--- src/rtl/ctrl_pkg.sv ---
// Shared MIPS control definitions: opcode/funct encodings, ALUOp codes and
// the packed control bundle carried from ID into EX.
package ctrl_pkg;

  localparam logic [5:0] OP_RTYPE  = 6'b000000;
  localparam logic [5:0] OP_REGIMM = 6'b000001;
  localparam logic [5:0] OP_J      = 6'b000010;
  localparam logic [5:0] OP_JAL    = 6'b000011;
  localparam logic [5:0] OP_BEQ    = 6'b000100;
  localparam logic [5:0] OP_BNE    = 6'b000101;
  localparam logic [5:0] OP_BLEZ   = 6'b000110;
  localparam logic [5:0] OP_BGTZ   = 6'b000111;
  localparam logic [5:0] OP_ADDI   = 6'b001000;
  localparam logic [5:0] OP_SLTI   = 6'b001010;
  localparam logic [5:0] OP_ANDI   = 6'b001100;
  localparam logic [5:0] OP_ORI    = 6'b001101;
  localparam logic [5:0] OP_XORI   = 6'b001110;
  localparam logic [5:0] OP_LB     = 6'b100000;
  localparam logic [5:0] OP_LH     = 6'b100001;
  localparam logic [5:0] OP_LW     = 6'b100011;
  localparam logic [5:0] OP_SB     = 6'b101000;
  localparam logic [5:0] OP_SH     = 6'b101001;
  localparam logic [5:0] OP_SW     = 6'b101011;

  localparam logic [5:0] FN_SLL = 6'b000000;
  localparam logic [5:0] FN_SRL = 6'b000010;
  localparam logic [5:0] FN_JR  = 6'b001000;
  localparam logic [5:0] FN_MUL = 6'b011000;
  localparam logic [5:0] FN_ADD = 6'b100000;
  localparam logic [5:0] FN_SUB = 6'b100010;
  localparam logic [5:0] FN_AND = 6'b100100;
  localparam logic [5:0] FN_OR  = 6'b100101;
  localparam logic [5:0] FN_XOR = 6'b100110;
  localparam logic [5:0] FN_NOR = 6'b100111;
  localparam logic [5:0] FN_SLT = 6'b101010;

  localparam logic [4:0] RT_BLTZ = 5'b00000;
  localparam logic [4:0] RT_BGEZ = 5'b00001;

  localparam logic [3:0] ALU_AND  = 4'b0000;
  localparam logic [3:0] ALU_OR   = 4'b0001;
  localparam logic [3:0] ALU_ADD  = 4'b0010;
  localparam logic [3:0] ALU_SUB  = 4'b0011;
  localparam logic [3:0] ALU_SLT  = 4'b0100;
  localparam logic [3:0] ALU_NOR  = 4'b0101;
  localparam logic [3:0] ALU_XOR  = 4'b0110;
  localparam logic [3:0] ALU_SLL  = 4'b0111;
  localparam logic [3:0] ALU_SRL  = 4'b1000;
  localparam logic [3:0] ALU_MUL  = 4'b1001;
  localparam logic [3:0] ALU_BGEZ = 4'b1010;
  localparam logic [3:0] ALU_BEQ  = 4'b1011;
  localparam logic [3:0] ALU_BNE  = 4'b1100;
  localparam logic [3:0] ALU_BGTZ = 4'b1101;
  localparam logic [3:0] ALU_BLEZ = 4'b1110;
  localparam logic [3:0] ALU_BLTZ = 4'b1111;

  typedef struct packed {
    logic       regdst;
    logic       alusrc;
    logic       memtoreg;
    logic       regwrite;
    logic       memread;
    logic       memwrite;
    logic       branch;
    logic       jump;
    logic       jumpreg;
    logic       link;
    logic [3:0] aluop;
  } ctrl_t;

  localparam int CTRL_W = $bits(ctrl_t);

  localparam ctrl_t BUBBLE = '{regdst: 1'b0, alusrc: 1'b0, memtoreg: 1'b0,
                               regwrite: 1'b0, memread: 1'b0, memwrite: 1'b0,
                               branch: 1'b0, jump: 1'b0, jumpreg: 1'b0,
                               link: 1'b0, aluop: ALU_ADD};

endpackage

--- src/rtl/control_decoder.sv ---
// Purely combinational instruction-to-control-bundle decoder; anything it
// does not recognise becomes a bubble.
module control_decoder
  import ctrl_pkg::*;
(
  input  logic [31:0]       Instr,
  output logic [CTRL_W-1:0] Ctrl
);

  ctrl_t      w_ctrl;
  logic [5:0] w_op;
  logic [5:0] w_fn;
  logic [4:0] w_rt;
  logic       w_unused;

  assign w_op     = Instr[31:26];
  assign w_fn     = Instr[5:0];
  assign w_rt     = Instr[20:16];
  assign w_unused = ^{Instr[25:21], Instr[15:6]};
  assign Ctrl     = w_ctrl;

  always_comb begin
    w_ctrl = BUBBLE;
    case (w_op)
      OP_RTYPE: begin
        w_ctrl.regdst   = 1'b1;
        w_ctrl.regwrite = 1'b1;
        case (w_fn)
          FN_ADD: w_ctrl.aluop = ALU_ADD;
          FN_SUB: w_ctrl.aluop = ALU_SUB;
          FN_MUL: w_ctrl.aluop = ALU_MUL;
          FN_AND: w_ctrl.aluop = ALU_AND;
          FN_OR:  w_ctrl.aluop = ALU_OR;
          FN_NOR: w_ctrl.aluop = ALU_NOR;
          FN_XOR: w_ctrl.aluop = ALU_XOR;
          FN_SLL: w_ctrl.aluop = ALU_SLL;
          FN_SRL: w_ctrl.aluop = ALU_SRL;
          FN_SLT: w_ctrl.aluop = ALU_SLT;
          FN_JR: begin
            w_ctrl         = BUBBLE;
            w_ctrl.jump    = 1'b1;
            w_ctrl.jumpreg = 1'b1;
          end
          default: w_ctrl = BUBBLE;
        endcase
      end
      OP_ADDI, OP_ANDI, OP_ORI, OP_SLTI, OP_XORI: begin
        w_ctrl.alusrc   = 1'b1;
        w_ctrl.regwrite = 1'b1;
        case (w_op)
          OP_ANDI: w_ctrl.aluop = ALU_AND;
          OP_ORI:  w_ctrl.aluop = ALU_OR;
          OP_SLTI: w_ctrl.aluop = ALU_SLT;
          OP_XORI: w_ctrl.aluop = ALU_XOR;
          default: w_ctrl.aluop = ALU_ADD;
        endcase
      end
      OP_LW, OP_LH, OP_LB: begin
        w_ctrl.alusrc   = 1'b1;
        w_ctrl.memread  = 1'b1;
        w_ctrl.memtoreg = 1'b1;
        w_ctrl.regwrite = 1'b1;
      end
      OP_SW, OP_SH, OP_SB: begin
        w_ctrl.alusrc   = 1'b1;
        w_ctrl.memwrite = 1'b1;
      end
      OP_BEQ:  begin w_ctrl.branch = 1'b1; w_ctrl.aluop = ALU_BEQ;  end
      OP_BNE:  begin w_ctrl.branch = 1'b1; w_ctrl.aluop = ALU_BNE;  end
      OP_BGTZ: begin w_ctrl.branch = 1'b1; w_ctrl.aluop = ALU_BGTZ; end
      OP_BLEZ: begin w_ctrl.branch = 1'b1; w_ctrl.aluop = ALU_BLEZ; end
      OP_REGIMM: begin
        if (w_rt == RT_BGEZ) begin
          w_ctrl.branch = 1'b1;
          w_ctrl.aluop  = ALU_BGEZ;
        end else if (w_rt == RT_BLTZ) begin
          w_ctrl.branch = 1'b1;
          w_ctrl.aluop  = ALU_BLTZ;
        end
      end
      OP_J: w_ctrl.jump = 1'b1;
      OP_JAL: begin
        w_ctrl.jump     = 1'b1;
        w_ctrl.link     = 1'b1;
        w_ctrl.regwrite = 1'b1;
      end
      default: w_ctrl = BUBBLE;
    endcase
  end

endmodule

--- src/rtl/pipelined_control_unit.sv ---
// ID-stage control: decodes IF/ID, owns the ID/EX control register and
// resolves multiply hold, EX flush and load-use stall in that priority.
module pipelined_control_unit
  import ctrl_pkg::*;
#(
  parameter int ALUOP_W    = 4,
  parameter int MUL_CYCLES = 3,
  parameter int CNT_W      = 4
) (
  input  logic               Clk,
  input  logic               Reset,
  input  logic [31:0]        Instr_ID,
  input  logic               BranchTaken_EX,
  output logic               PCWrite,
  output logic               IFIDWrite,
  output logic               IFIDFlush,
  output logic               RegDst_EX,
  output logic               ALUSrc_EX,
  output logic               MemToReg_EX,
  output logic               RegWrite_EX,
  output logic               MemRead_EX,
  output logic               MemWrite_EX,
  output logic               Branch_EX,
  output logic               Jump_EX,
  output logic               JumpRegister_EX,
  output logic               Link_EX,
  output logic [ALUOP_W-1:0] ALUOp_EX,
  output logic [4:0]         Rt_EX,
  output logic               MulBusy
);

  ctrl_t             r_idex;
  logic [4:0]        r_rt_ex;
  logic [CNT_W-1:0]  r_mul_cnt;

  logic [CTRL_W-1:0] w_dec_bits;
  ctrl_t             w_dec;
  logic [5:0]        w_id_op;
  logic [4:0]        w_id_rs;
  logic [4:0]        w_id_rt;
  logic              w_reads_rt;
  logic              w_hold;
  logic              w_flush;
  logic              w_load_use;
  logic              w_unused;

  control_decoder u_dec (
    .Instr (Instr_ID),
    .Ctrl  (w_dec_bits)
  );

  assign w_dec    = ctrl_t'(w_dec_bits);
  assign w_id_op  = Instr_ID[31:26];
  assign w_id_rs  = Instr_ID[25:21];
  assign w_id_rt  = Instr_ID[20:16];
  assign w_unused = ^Instr_ID[15:0];

  assign w_reads_rt = (w_id_op == OP_RTYPE) || (w_id_op == OP_BEQ) || (w_id_op == OP_BNE) ||
                      (w_id_op == OP_SW) || (w_id_op == OP_SH) || (w_id_op == OP_SB);

  // Only a multiply can occupy EX with a nonzero count, so holding first never
  // masks a branch or jump that still needs to resolve.
  assign w_hold     = (r_mul_cnt != '0);
  assign w_flush    = !w_hold && ((r_idex.branch && BranchTaken_EX) || r_idex.jump);
  assign w_load_use = !w_hold && !w_flush && r_idex.memread && (r_rt_ex != 5'd0) &&
                      ((r_rt_ex == w_id_rs) || ((r_rt_ex == w_id_rt) && w_reads_rt));

  assign PCWrite   = !(w_hold || w_load_use);
  assign IFIDWrite = !(w_hold || w_load_use);
  assign IFIDFlush = w_flush;
  assign MulBusy   = w_hold;

  always_ff @(posedge Clk) begin
    if (Reset) begin
      r_idex    <= BUBBLE;
      r_rt_ex   <= 5'd0;
      r_mul_cnt <= '0;
    end else if (w_hold) begin
      r_mul_cnt <= r_mul_cnt - CNT_W'(1);
    end else if (w_flush || w_load_use) begin
      r_idex    <= BUBBLE;
      r_rt_ex   <= 5'd0;
      r_mul_cnt <= '0;
    end else begin
      r_idex    <= w_dec;
      r_rt_ex   <= w_id_rt;
      r_mul_cnt <= (w_dec.aluop == ALU_MUL) ? CNT_W'(MUL_CYCLES - 1) : '0;
    end
  end

  assign RegDst_EX       = r_idex.regdst;
  assign ALUSrc_EX       = r_idex.alusrc;
  assign MemToReg_EX     = r_idex.memtoreg;
  assign RegWrite_EX     = r_idex.regwrite;
  assign MemRead_EX      = r_idex.memread;
  assign MemWrite_EX     = r_idex.memwrite;
  assign Branch_EX       = r_idex.branch;
  assign Jump_EX         = r_idex.jump;
  assign JumpRegister_EX = r_idex.jumpreg;
  assign Link_EX         = r_idex.link;
  assign ALUOp_EX        = ALUOP_W'(r_idex.aluop);
  assign Rt_EX           = r_rt_ex;

endmodule
--- config.mk ---
export PLATFORM = sky130hd
export DESIGN_NAME = pipelined_control_unit
export DESIGN_NICKNAME = d
export VERILOG_FILES = /design/src/rtl/ctrl_pkg.sv /design/src/rtl/control_decoder.sv /design/src/rtl/pipelined_control_unit.sv
export SDC_FILE = /design/constraint.sdc
export NUM_CORES = 1
export LEC_CHECK = 0
export ABC_AREA = 1
export CAP_MARGIN = 20
export CORE_MARGIN = 2
export CORE_UTILIZATION = 48
export CTS_BUF_LIST = sky130_fd_sc_hd__clkbuf_4
export DETAILED_ROUTE_END_ITERATION = 16
export GPL_TIMING_DRIVEN = 0
export PLACE_DENSITY = 0.95
export SLEW_MARGIN = 10
export SYNTH_ARGS = -nofsm -noshare
export SYNTH_HDL_FRONTEND = slang
export SYNTH_HIERARCHICAL = 1
export SYNTH_SLANG_ARGS = --single-unit
--- constraint.sdc ---
create_clock -name Clk -period 1.9 [get_ports Clk]
set_clock_uncertainty 0.2 [all_clocks]
set_input_delay 0.38 -clock Clk [delete_from_list [all_inputs] [get_ports Clk]]
set_output_delay 0.38 -clock Clk [all_outputs]
set_load 0.005 [all_outputs]
==> run_results.csv <==
group,metric,value,unit
sta,slew_viol_final,0,
worst_hold_path,hold_class,"reg -> reg",
cts,cts_made_buffers,3,
logic_synthesis,yosys_warnings,6,
placement,port_buffers,47,
final_layout,antenna_cells,0,
die,core_area,0.00342,mm2
global_routing,grt_max_degree,14,
logic_synthesis,avgSynthCellArea,5.91,um2
worst_setup_path,cp_data_required_time,1.32,ns
sta,hold_violations,0,
die,die_h,64.5,um
route,avgRoutedWirePerCell,16.5,um
logic_synthesis,ys_async_sr_fraction,0,%
logic_synthesis,yosys-top-cells-area,"dfxtp_1 26%, nand2_1 13%, inv_1 10%",
cts,clk_latency,0.33,ns
route,firstDrtPassIters,7,
worst_setup_path,cp_slowest_stage_delay,0.36,ns
route,drc_errors,0,
run_status,outcome,"complete, but fails checks",
sta,fin_crit_sh,119,%
logic_synthesis,synth.top_cell.area_share,26.2,%
sta,setup_slack,-0.361,ns
placement,hpwl,3530,um
logic_synthesis,synth_ff_type,"dfxtp_1",
route,viasPerCell,5.82,
run,max_cap_viol_count,0,
cts,cts_buffer_depth,2,
worst_setup_path,worstPathMaxFanout,2,
sta,tightest_slew,0.443,ns
worst_setup_path,critical_path_buf_inv_count,3,
cts,htreeDepth,1,
pwr,ir_drop,542,uV
worst_setup_path,path_class,"reg -> out",
worst_hold_path,hold_depth,1,
logic_synthesis,ys_seq_elements,23,
route,ant_nets,0,
logic_synthesis,synth.most_common_cell,"nand2_1",
die,io_pins,58,
final_layout,area_delta_synth_final,55.4,%
die,die_w,64.5,um
pwr,total_power,0.00286,W
logic_synthesis,synthesis.nets,333,
logic_synthesis,synth-edff-count,0,
pwr,cellPowerDensity,1050,mW/mm2
logic_synthesis,synth_cell_types,31,
cts,cts_root_buf,"clkbuf_4",
global_routing,grt_pass1_vias,2097,
route,drt_iter0_markers,355,
global_routing,antenna_found_initial,0,
die,dieArea,0.00415,mm2
route,totalWireLength,6860,um
logic_synthesis,netlist_instances,297,
placement,gp_congestion,0.950,
logic_synthesis,netlist_area,0.00175,mm2
global_routing,grt_overflow,0,
worst_setup_path,critical_path.top_delay_family,"flip-flops",
sta,relSlewSlack,70.4,%
worst_setup_path,endpoint_kind,"output pin",
cts,cts_sinks,23,
logic_synthesis,synth_seq_area_share,26.2,%
worst_setup_path,cp_slowest_cell,"dfxtp_2",
worst_setup_path,path_cells,"inv_2 > ha_4 > nand2_4 > nor2_8 > nand3_4 > a31oi_4 > a21oi_2 > buf_4 > buf_6",
global_routing,grt_pass1_wl,9110,um
die,initial_core_util,51.4,%
final_layout,drive_above_1_share,25.7,%
placement,pre_cts_slack,-0.948,ns
worst_setup_path,start_kind,"flip-flop",
pwr,cellLeakagePower,1.38,nW
worst_setup_path,critical_path_depth,9,
final_layout,nNetsFinal,407,
sta,finalSetupViolations,27,
cts,cts_tree,"built",
worst_setup_path,reg2regPathDepth,13,
sta,max_freq,442,MHz
sta,rsz0062_at_grt,"yes",
cts,cts.clk_slew.worst_paths,0.13,ns
logic_synthesis,synth_area_leader_cell,"dfxtp_1",
worst_setup_path,critical_path_arrival,1.68,ns
global_routing,grt_use_total,27.1,%
die,std_cell_rows,21,
logic_synthesis,synth_commonest_cells,"61 x nand2_1, 47 x inv_1, 45 x nor2_1",
route,vias,2423,
sta,fin_crit,2.26,ns
run_status,violations,"setup timing",
[metrics by stage]
step | hold slack, ns | instances | setup TNS [ns] | utilization [%] | area [um2]
floorplan | 0.193 | 297 | 0 | - | 1750
global placement | 0.203 | 390 | -9.72 | 66.8 | 2280
detailed placement | 0.205 | 390 | -10.36 | 66.8 | 2280
CTS | 0.215 | 405 | -0.653 | 73.0 | 2490
global route | 0.240 | 416 | -3.96 | 79.8 | 2730
finish | 0.216 | 416 | -2.69 | 79.8 | 2730
[registers in the layout (all words and copies together), names as in the netlist]
register         count
MemRead_EX           1
MemToReg_EX          1
Link_EX              1
MemWrite_EX          1
Branch_EX            1
ALUSrc_EX            1
RegWrite_EX          1
Jump_EX              1
RegDst_EX            1
ALUOp_EX             4
r_mul_cnt            4
JumpRegister_EX      1
Rt_EX                5
[report_power, final]
group | total (W) | internal (W) | switching (W)
clock network | 0.000244 | 0.0000791 | 0.000164
logic | 0.00189 | 0.000963 | 0.000928
registers | 0.000726 | 0.000600 | 0.000126
total | 0.00286 | 0.00164 | 0.00122
[cell type report]
cell class / count / area (um2)
Tap cell: 46 / 57.6
Timing Repair Buffer: 69 / 674
Fill cell: 234 / 689
Buffer: 9 / 76.3
Multi-Input combinational cell: 211 / 1200
Clock buffer: 3 / 22.5
Inverter: 54 / 213
Clock inverter: 1 / 5.00
Sequential cell: 23 / 478
[worst register-to-register path: cells and delay by family, from the launching register on]
family / cells / cell delay, ns
AOI/OAI and AO/OA: 1 / 0.09
and+or+nand+nor: 6 / 0.78
DFF: 1 / 0.36
adders and majority gates: 1 / 0.15
buffers and inverters: 5 / 0.51
[logic make-up after synthesis]
logic type | share of synthesized area [%]
simple gates | 49.1
xor+xnor | 3.00
buf+inv | 14.5
fa+ha+maj | 0.713
compound gates | 6.42
flops | 26.2
[final timing paths]
path | startpoint | to | slack, ns
worst min-delay path | r_mul_cnt[0] | r_mul_cnt[0] | 0.22
worst min register to register | r_mul_cnt[0] | r_mul_cnt[0] | 0.22
worst max register to register | r_mul_cnt[1] | r_mul_cnt[1] | -0.24
worst max-delay path | r_mul_cnt[1] | PCWrite | -0.36
[placed cells by master, fill, tap and decap left out, types with 6 or more instances in the layout]
master           count
inv_1               44
nor2_1              36
dfxtp_1             13
inv_2                7
nand4_1             23
buf_6               13
nand2_1             56
dlymetal6s2s_1       6
buf_4               17
nand3_1             33
dlygate4sd2_1       14
dfxtp_2              8
nor2_4               9
clkdlybuf4s50_1     22
[per-layer routing]
metal  vias up  global-route usage [%]  wire length (um)
met3        47                    5.90               720
met4         0                    9.31               514
met5         -                       0                 0
met2       201                    49.7              3270
li1       1099                       -                 -
met1      1076                    30.9              2360
[what timing repair did]
action,in CTS,in global routing
endpoints found under the hold margin,0,0
endpoints found under the setup margin,26,32
cloned,0,1
resized for setup,67,50
hold buffers,0,0
setup buffers,11,11
pin swaps,10,12
(Power assumes the default switching activity.)
